==> src/rtl/dual_issue_scheduler_pkg.sv <==
// rtl/dual_issue_scheduler_pkg.sv - opcode constants, scheduler state and instruction classifiers
package sched_pkg;

  localparam logic [6:0] LOAD   = 7'b0000011;
  localparam logic [6:0] STORE  = 7'b0100011;
  localparam logic [6:0] BRANCH = 7'b1100011;
  localparam logic [6:0] JAL    = 7'b1101111;
  localparam logic [6:0] JALR   = 7'b1100111;
  localparam logic [6:0] LUI    = 7'b0110111;
  localparam logic [6:0] AUIPC  = 7'b0010111;
  localparam logic [6:0] OP     = 7'b0110011;
  localparam logic [6:0] OP_IMM = 7'b0010011;

  typedef enum logic {PAIR, SECOND} sched_state_t;

  function automatic logic is_mem(input logic [6:0] op);
    return (op == LOAD) || (op == STORE);
  endfunction

  function automatic logic is_ctrl(input logic [6:0] op);
    return (op == BRANCH) || (op == JAL) || (op == JALR);
  endfunction

  function automatic logic uses_rs1(input logic [6:0] op);
    return !((op == LUI) || (op == AUIPC) || (op == JAL));
  endfunction

  function automatic logic uses_rs2(input logic [6:0] op);
    return (op == OP) || (op == STORE) || (op == BRANCH);
  endfunction

endpackage

==> src/rtl/dual_issue_scheduler_pair_hazard_check.sv <==
// rtl/dual_issue_scheduler_pair_hazard_check.sv - stateless intra-pair hazard detection
module pair_hazard_check
  import sched_pkg::*;
#(
  parameter bit SPLIT_ON_CTRL = 1'b1
) (
  input  logic       valid0,
  input  logic       valid1,
  input  logic [6:0] opcode0,
  input  logic [6:0] opcode1,
  input  logic [4:0] rd0,
  input  logic [4:0] rd1,
  input  logic [4:0] rs1_1,
  input  logic [4:0] rs2_1,
  input  logic       regwrite0,
  input  logic       regwrite1,
  output logic       conflict,
  output logic       cause_mem,
  output logic       cause_raw,
  output logic       cause_waw,
  output logic       cause_ctrl
);

  logic rd0_live;

  assign rd0_live   = regwrite0 && (rd0 != 5'd0);

  // Only one pipe has a data-memory port
  assign cause_mem  = is_mem(opcode0) && is_mem(opcode1);
  assign cause_raw  = rd0_live &&
                      ((uses_rs1(opcode1) && (rs1_1 == rd0)) ||
                       (uses_rs2(opcode1) && (rs2_1 == rd0)));
  assign cause_waw  = rd0_live && regwrite1 && (rd0 == rd1);
  assign cause_ctrl = SPLIT_ON_CTRL && is_ctrl(opcode0);

  assign conflict   = valid0 && valid1 &&
                      (cause_mem || cause_raw || cause_waw || cause_ctrl);

endmodule

==> src/rtl/dual_issue_scheduler.sv <==
// rtl/dual_issue_scheduler.sv - steers a decoded pair onto the ALU pipe and the ALU+memory pipe
module dual_issue_scheduler
  import sched_pkg::*;
#(
  parameter int CNT_W         = 16,
  parameter bit SPLIT_ON_CTRL = 1'b1
) (
  input  logic             clk,
  input  logic             rst,
  input  logic             valid0,
  input  logic             valid1,
  input  logic [6:0]       opcode0,
  input  logic [6:0]       opcode1,
  input  logic [4:0]       rd0,
  input  logic [4:0]       rd1,
  input  logic [4:0]       rs1_1,
  input  logic [4:0]       rs2_1,
  input  logic             regwrite0,
  input  logic             regwrite1,
  input  logic             hold,
  input  logic             flush,
  output logic             issue_p0,
  output logic             issue_p1,
  output logic             src_p0,
  output logic             src_p1,
  output logic             older_pipe,
  output logic             stall_fd,
  output logic [CNT_W-1:0] split_cnt
);

  sched_state_t state, state_nxt;

  logic conflict, cause_mem, cause_raw, cause_waw, cause_ctrl;
  logic mem0, mem1;
  logic issue0_c, issue1_c, src0_c, src1_c, older_c, stall_c, split_inc;

  assign mem0 = is_mem(opcode0);
  assign mem1 = is_mem(opcode1);

  pair_hazard_check #(
    .SPLIT_ON_CTRL (SPLIT_ON_CTRL)
  ) u_hazard (
    .valid0     (valid0),
    .valid1     (valid1),
    .opcode0    (opcode0),
    .opcode1    (opcode1),
    .rd0        (rd0),
    .rd1        (rd1),
    .rs1_1      (rs1_1),
    .rs2_1      (rs2_1),
    .regwrite0  (regwrite0),
    .regwrite1  (regwrite1),
    .conflict   (conflict),
    .cause_mem  (cause_mem),
    .cause_raw  (cause_raw),
    .cause_waw  (cause_waw),
    .cause_ctrl (cause_ctrl)
  );

  always_comb begin
    assert (!conflict || cause_mem || cause_raw || cause_waw || cause_ctrl);
  end

  always_comb begin
    issue0_c  = 1'b0;
    issue1_c  = 1'b0;
    src0_c    = 1'b0;
    src1_c    = 1'b1;
    older_c   = 1'b0;
    stall_c   = 1'b0;
    split_inc = 1'b0;
    state_nxt = state;

    if (state == SECOND) begin
      // Second half of a split: only the younger instruction remains
      if (mem1) begin
        issue1_c = valid1;
        older_c  = 1'b1;
      end else begin
        issue0_c = valid1;
        src0_c   = 1'b1;
      end
      state_nxt = PAIR;
    end else if (conflict) begin
      if (mem0) begin
        issue1_c = 1'b1;
        src1_c   = 1'b0;
        older_c  = 1'b1;
      end else begin
        issue0_c = 1'b1;
      end
      stall_c   = 1'b1;
      split_inc = 1'b1;
      state_nxt = SECOND;
    end else if (valid0 && valid1) begin
      issue0_c = 1'b1;
      issue1_c = 1'b1;
      if (mem0 && !mem1) begin
        src0_c  = 1'b1;
        src1_c  = 1'b0;
        older_c = 1'b1;
      end
    end else if (valid0) begin
      if (mem0) begin
        issue1_c = 1'b1;
        src1_c   = 1'b0;
        older_c  = 1'b1;
      end else begin
        issue0_c = 1'b1;
      end
    end else if (valid1) begin
      if (mem1) begin
        issue1_c = 1'b1;
        older_c  = 1'b1;
      end else begin
        issue0_c = 1'b1;
        src0_c   = 1'b1;
      end
    end

    // Steering selects stay as computed so the ID/EX muxes see stable values
    if (flush) begin
      issue0_c  = 1'b0;
      issue1_c  = 1'b0;
      stall_c   = 1'b0;
      split_inc = 1'b0;
      state_nxt = PAIR;
    end else if (hold) begin
      issue0_c  = 1'b0;
      issue1_c  = 1'b0;
      stall_c   = 1'b1;
      split_inc = 1'b0;
      state_nxt = state;
    end
  end

  always_ff @(posedge clk or negedge rst) begin
    if (!rst) begin
      state     <= PAIR;
      split_cnt <= '0;
    end else begin
      state <= state_nxt;
      if (split_inc && (split_cnt != {CNT_W{1'b1}})) begin
        split_cnt <= split_cnt + 1'b1;
      end
    end
  end

  assign issue_p0   = rst && issue0_c;
  assign issue_p1   = rst && issue1_c;
  assign src_p0     = rst && src0_c;
  assign src_p1     = rst && src1_c;
  assign older_pipe = rst && older_c;
  assign stall_fd   = rst && stall_c;

endmodule

==> config.mk <==
export PLATFORM = sky130hd
export DESIGN_NAME = dual_issue_scheduler
export DESIGN_NICKNAME = d
export VERILOG_FILES = /design/src/rtl/dual_issue_scheduler_pkg.sv /design/src/rtl/dual_issue_scheduler_pair_hazard_check.sv /design/src/rtl/dual_issue_scheduler.sv
export SDC_FILE = /design/constraint.sdc
export NUM_CORES = 1
export LEC_CHECK = 0
export CAP_MARGIN = 20
export CORE_ASPECT_RATIO = 0.75
export CORE_UTILIZATION = 31
export DETAILED_ROUTE_END_ITERATION = 6
export PLACE_DENSITY = 0.76
export SYNTH_ARGS = -nofsm -noshare
export SYNTH_HDL_FRONTEND = slang
export SYNTH_SLANG_ARGS = --single-unit
==> constraint.sdc <==
create_clock -name clk -period 2.4 [get_ports clk]
set_input_delay 0.24 -clock clk [delete_from_list [all_inputs] [get_ports clk]]
set_output_delay 0.24 -clock clk [all_outputs]
set_load 0.05 [all_outputs]
Word-level counts from Yosys, hierarchy flattened
Index checks and enable logic that the tools add are counted.

storage, ports and cells
  flip-flop bits (word level) = 17
  word-level logic and storage cells = 93
  input bits = 42
  output and inout port bits = 22

operators by class
  reduce and logical (&&, ||, !) cells = 32
  add/sub/neg operators = 1
  equal/unequal tests = 17
  muxes and demuxes = 41

operator list
  kind                   count
  $mux 1                 41
  $eq 7x7->1 const B     5
  $eq 7x6->1 const B     4
  $logic_and 1x1->1      17
  $add 16x1->16 const B  1
  $ne 16x16->1 const B   1
  $eq 5x5->1             3
  $eq 7x2->1 const B     2
  $logic_or 1x1->1       12
  $eq 7x5->1 const B     1
  $reduce_bool 5->1      1
  $logic_not 1->1        2
  $ne 2x1->1 const B     1

Longest topological paths before layout
  depth after elaboration = 16
  depth in mapped cells = 8
  mapped depth without buffers = 8

Cells and area by module
A second synthesis with hierarchy kept.

unflattened totals
  cell total of the unflattened synthesis = 149
  area, all modules = 1,345.0 um^2

modules (own cells, without submodules)
  module                cells an instance  area each (um^2)  seq. area each (um^2)  times used
  dual_issue_scheduler  106                1,043.5           425.4                  1
  pair_hazard_check     43                 301.5             0.0                    1

Worst setup path before layout
No wires, ideal clock.

  path type = input -> output
  start point = input port rd0[1]
  end point = output port issue_p0
  cell stages on the path = 6
  path buffers = 0
  data arrival time = 2,502 ps
  data required time = 2,160 ps
  slack = -342 ps
  path through = or4_1 > o21ai_1 > a31oi_4 > nor2_2 > a311oi_1 > a211oi_1

between the ends
  cells in the longest elaborated chain, start to end = 13
  elaborated cells on any way between the ends = 20
  classes of those cells = eq/ne (3); mux (4); reduce/logical (13)

RTL lines
  element                                      line                                                                                        RTL
  start, declared                              dual_issue_scheduler.sv:14                                                                  input logic [4:0] rd0,
  $eq 5x5->1, on equally long branches         dual_issue_scheduler_pair_hazard_check.sv:31, dual_issue_scheduler_pair_hazard_check.sv:32
  $logic_and 1x1->1, on equally long branches  dual_issue_scheduler_pair_hazard_check.sv:31, dual_issue_scheduler_pair_hazard_check.sv:32
  $logic_or 1x1->1                             dual_issue_scheduler_pair_hazard_check.sv:31                                                ((uses_rs1(opcode1) && (rs1_1 == rd0)) ||
  $logic_and 1x1->1                            dual_issue_scheduler_pair_hazard_check.sv:30                                                assign cause_raw = rd0_live &&
  $logic_or 1x1->1                             dual_issue_scheduler_pair_hazard_check.sv:37                                                (cause_mem || cause_raw || cause_waw || cause_ctrl);
  $logic_or 1x1->1 * (2 in a row)              dual_issue_scheduler_pair_hazard_check.sv:37
  $logic_and 1x1->1 *                          dual_issue_scheduler_pair_hazard_check.sv:36                                                assign conflict = valid0 && valid1 &&
  $mux 1 *                                     dual_issue_scheduler.sv:84                                                                  end else if (conflict) begin
  $mux 1 *                                     dual_issue_scheduler.sv:74                                                                  if (state == SECOND) begin
  $mux 1 *                                     dual_issue_scheduler.sv:128                                                                 end else if (hold) begin
  $mux 1 *                                     dual_issue_scheduler.sv:122                                                                 if (flush) begin
  $logic_and 1x1->1 *                          dual_issue_scheduler.sv:149                                                                 assign issue_p0 = rst && issue0_c;
  end, declared                                dual_issue_scheduler.sv:22                                                                  output logic issue_p0,

Mark *: on every way between the ends. The rest lies on a longest branch, timed or not.

Worst setup path in the final report
  start point = input port rd0[2]
  end point = output port issue_p0

The elaborated chain is that of the path after synthesis.

==> metrics.cfg <==
[synthesis]
ys.flop_type=dfrtp_1
yosys-top-cells-area=dfrtp_1 33%, xor2_1 14%, xnor2_1 6.1%
yosysSeqAreaShare_pct=33.0
yosys_warnings=0
postSynthAreaPerCell_sq_um=9.21
synth-seq-cells=17
synth_area_sq_mm=0.00129
async_reset_ff_share_pct=100
yosys.cell_count.top_type=xor2_1
ys_top_cells_by_count=20 x xor2_1, 17 x dfrtp_1, 16 x nand2_1, 9 x xnor2_1, 8 x nor3_1
synth_edf_count=0
synthCells=140
synth_largest_area_cell=dfrtp_1
syn_nets=183
ys_types=42
netlist.area_leader.share_pct=33.0

[sta]
drv_slew=0
final_hold_viol_count=0
finClkSkew_ns=0.00150
setup_viol=0
fin_crit_sh_pct=97.0
slew_headroom_pct=66.3
fmax_ghz=0.430
hold_slack_ns=0.418
fin_crit_ns=2.33
setup_tns_ns=0
tightest_slew_ns=0.504

[worst_setup_path]
worstPathMaxFanout=4
path_cells=dlygate4sd2_1 > xor2_1 > or4_4 > a31oi_4 > nor2_4 > a311oi_2 > a211oi_2 > clkbuf_16
ff2ff_path_depth=8
required_ns=2.16
max_stage_delay_ns=0.53
startpoint_type=input pin
arrival_ns=2.09
critPathSlowestCell=or4_4
critPathKind=input pin to output pin
path_delay_family=simple AND/OR/NAND/NOR gates
cp.depth=8
path_buf_inv=2
endpoint_kind=output pin

[power]
power.share.sequential_pct=40.6
sw_frac_of_total_pct=28.2
power_frac_comb_pct=29.5
p_leak_nw=1.03
peakVddDrop_uv=200
p_switching_w=0.000204
p_per_area_mw_per_mm2=311
p_clk_share_pct=29.9
intPower_w=0.000520

[final_layout]
area_growth_pct=80.1
fill_cells=317
layout.nets=274
drive_above_1_share_pct=23.9
multi_input_area_sq_um=892
diodes=0
regArea_sq_um=425

[floorplan]
die_area_sq_mm=0.00443
initial_core_util_pct=33.7
die_h_um=57.9
io_pins=64
die_w_um=76.5
num_rows=19
core_sq_mm=0.00383

[detailed_routing]
drt_iter0_drc=112
wl_per_cell_um=13.9
ant_nets=0
routed_via_density=4.77
route.vias.total=1346
dr.pass1.iters=4
wirelength_um=3910
drc=0

[clocking]
path_clk_slew_ns=0.07
cts_sinks=17
tritoncts=done
hold_buffers=0
worstSkewPairLatency_ns=0.25
numCtsBuffers=3
h-tree-depth=1
clockBufferDepth=2
cts-root-buf=clkbuf_8

[global_route]
grt_pass1_wl_um=6530
antenna_found_initial=0
grt_pass1_vias=1379
grt_max_degree=20
grt_usage_pct=18.7
overflow=0

[placed_design]
globalplace.congestion=0.888
hpwl_um=3180
portBuffers=63

[flow_run]
maxCapViolCount=0

[status]
status=completed

[min_path]
hold_class=input pin to asynchronous set/reset pin

-- stage by stage --
step                      instances  cell area [sq um]  total power, W  util [%]  setup WS [ns]
final                           282               2320        0.000723      60.7         0.0721
after global routing            282               2320        0.000760      60.7       -0.00152
after CTS                       280               2270        0.000728      59.3        0.00617
after detailed placement        274               2190        0.000508      57.3         -0.260
after global placement          274               2190        0.000507      57.3         -0.218
after floorplan                 140               1290        0.000372         -         0.0248
-- layout make-up --
type                    count  share of cell area (%)
clock buffers               3                    1.78
clock inverters             1                   0.215
inverters                   4                   0.646
multi-input cells         118                    38.4
flip-flops and latches     17                    18.3
well taps                  52                    2.80
repair buffers             87                    37.9
-- placed cells by master (no fill, tap or decap), drive strengths merged, types with 4 or more instances in the layout --
| cell | netlist | final |
|---|---|---|
| nand2 | 16 | 16 |
| inv | 4 | 4 |
| clkbuf | 0 | 6 |
| nand4 | 4 | 4 |
| nor2 | 7 | 7 |
| clkdlybuf4s15 | 0 | 6 |
| dfrtp | 17 | 17 |
| xor2 | 20 | 20 |
| nor4 | 7 | 7 |
| buf | 1 | 29 |
| nand3 | 7 | 7 |
| dlymetal6s2s | 0 | 7 |
| xnor2 | 10 | 10 |
| nor3 | 8 | 8 |
| clkdlybuf4s50 | 0 | 39 |
-- flip-flops by register name (all words and copies together), names as in the netlist --
| register | count |
|---|---|
| split_cnt | 16 |
| state | 1 |
-- power groups by stage --
stage / clock (W) / combinational [W] / sequential [W]
floorplan: 0 / 0.0000628 / 0.000309
global placement: 0 / 0.000207 / 0.000299
detailed placement: 0 / 0.000209 / 0.000299
CTS: 0.000225 / 0.000209 / 0.000294
global route: 0.000235 / 0.000230 / 0.000294
finish: 0.000216 / 0.000213 / 0.000294
-- cell families (layout without fill, tap and decap cells) --
| logic type | Yosys count | in the layout | synth area share [%] |
|---|---|---|---|
| compound gates | 20 | 20 | 11.8 |
| buf+inv | 5 | 95 | 1.75 |
| flops | 17 | 17 | 33.0 |
| mux | 1 | 1 | 0.873 |
| simple gates | 66 | 66 | 30.7 |
| fa+ha+maj | 1 | 1 | 0.970 |
| xor+xnor | 30 | 30 | 21.0 |
-- per-layer routing --
metal	GRT usage, %	wire length (um)
met3	3.46	148
met5	0	0
met2	28.2	1710
met4	3.30	0
met1	28.1	2050
-- timing repair --
| action | CTS | global route |
|---|---|---|
| gates resized for setup | 17 | 21 |
| hold endpoints to repair | 0 | 0 |
| setup endpoints to repair | 4 | 9 |
| gates cloned | 0 | 0 |
| setup buffers | 2 | 2 |
| pin swaps | 11 | 16 |
-- final timing paths --
path                               from            end  slack (ns)
max in group asynchronous           rst   split_cnt[1]        1.79
hold reg to reg            split_cnt[9]   split_cnt[9]        0.49
setup / recovery                 rd0[2]       issue_p0        0.07
setup reg to reg           split_cnt[0]  split_cnt[15]        0.20
hold / removal                      rst  split_cnt[14]        0.42
min in group clk           split_cnt[9]   split_cnt[9]        0.49
Power figures use the tool's default switching activity.
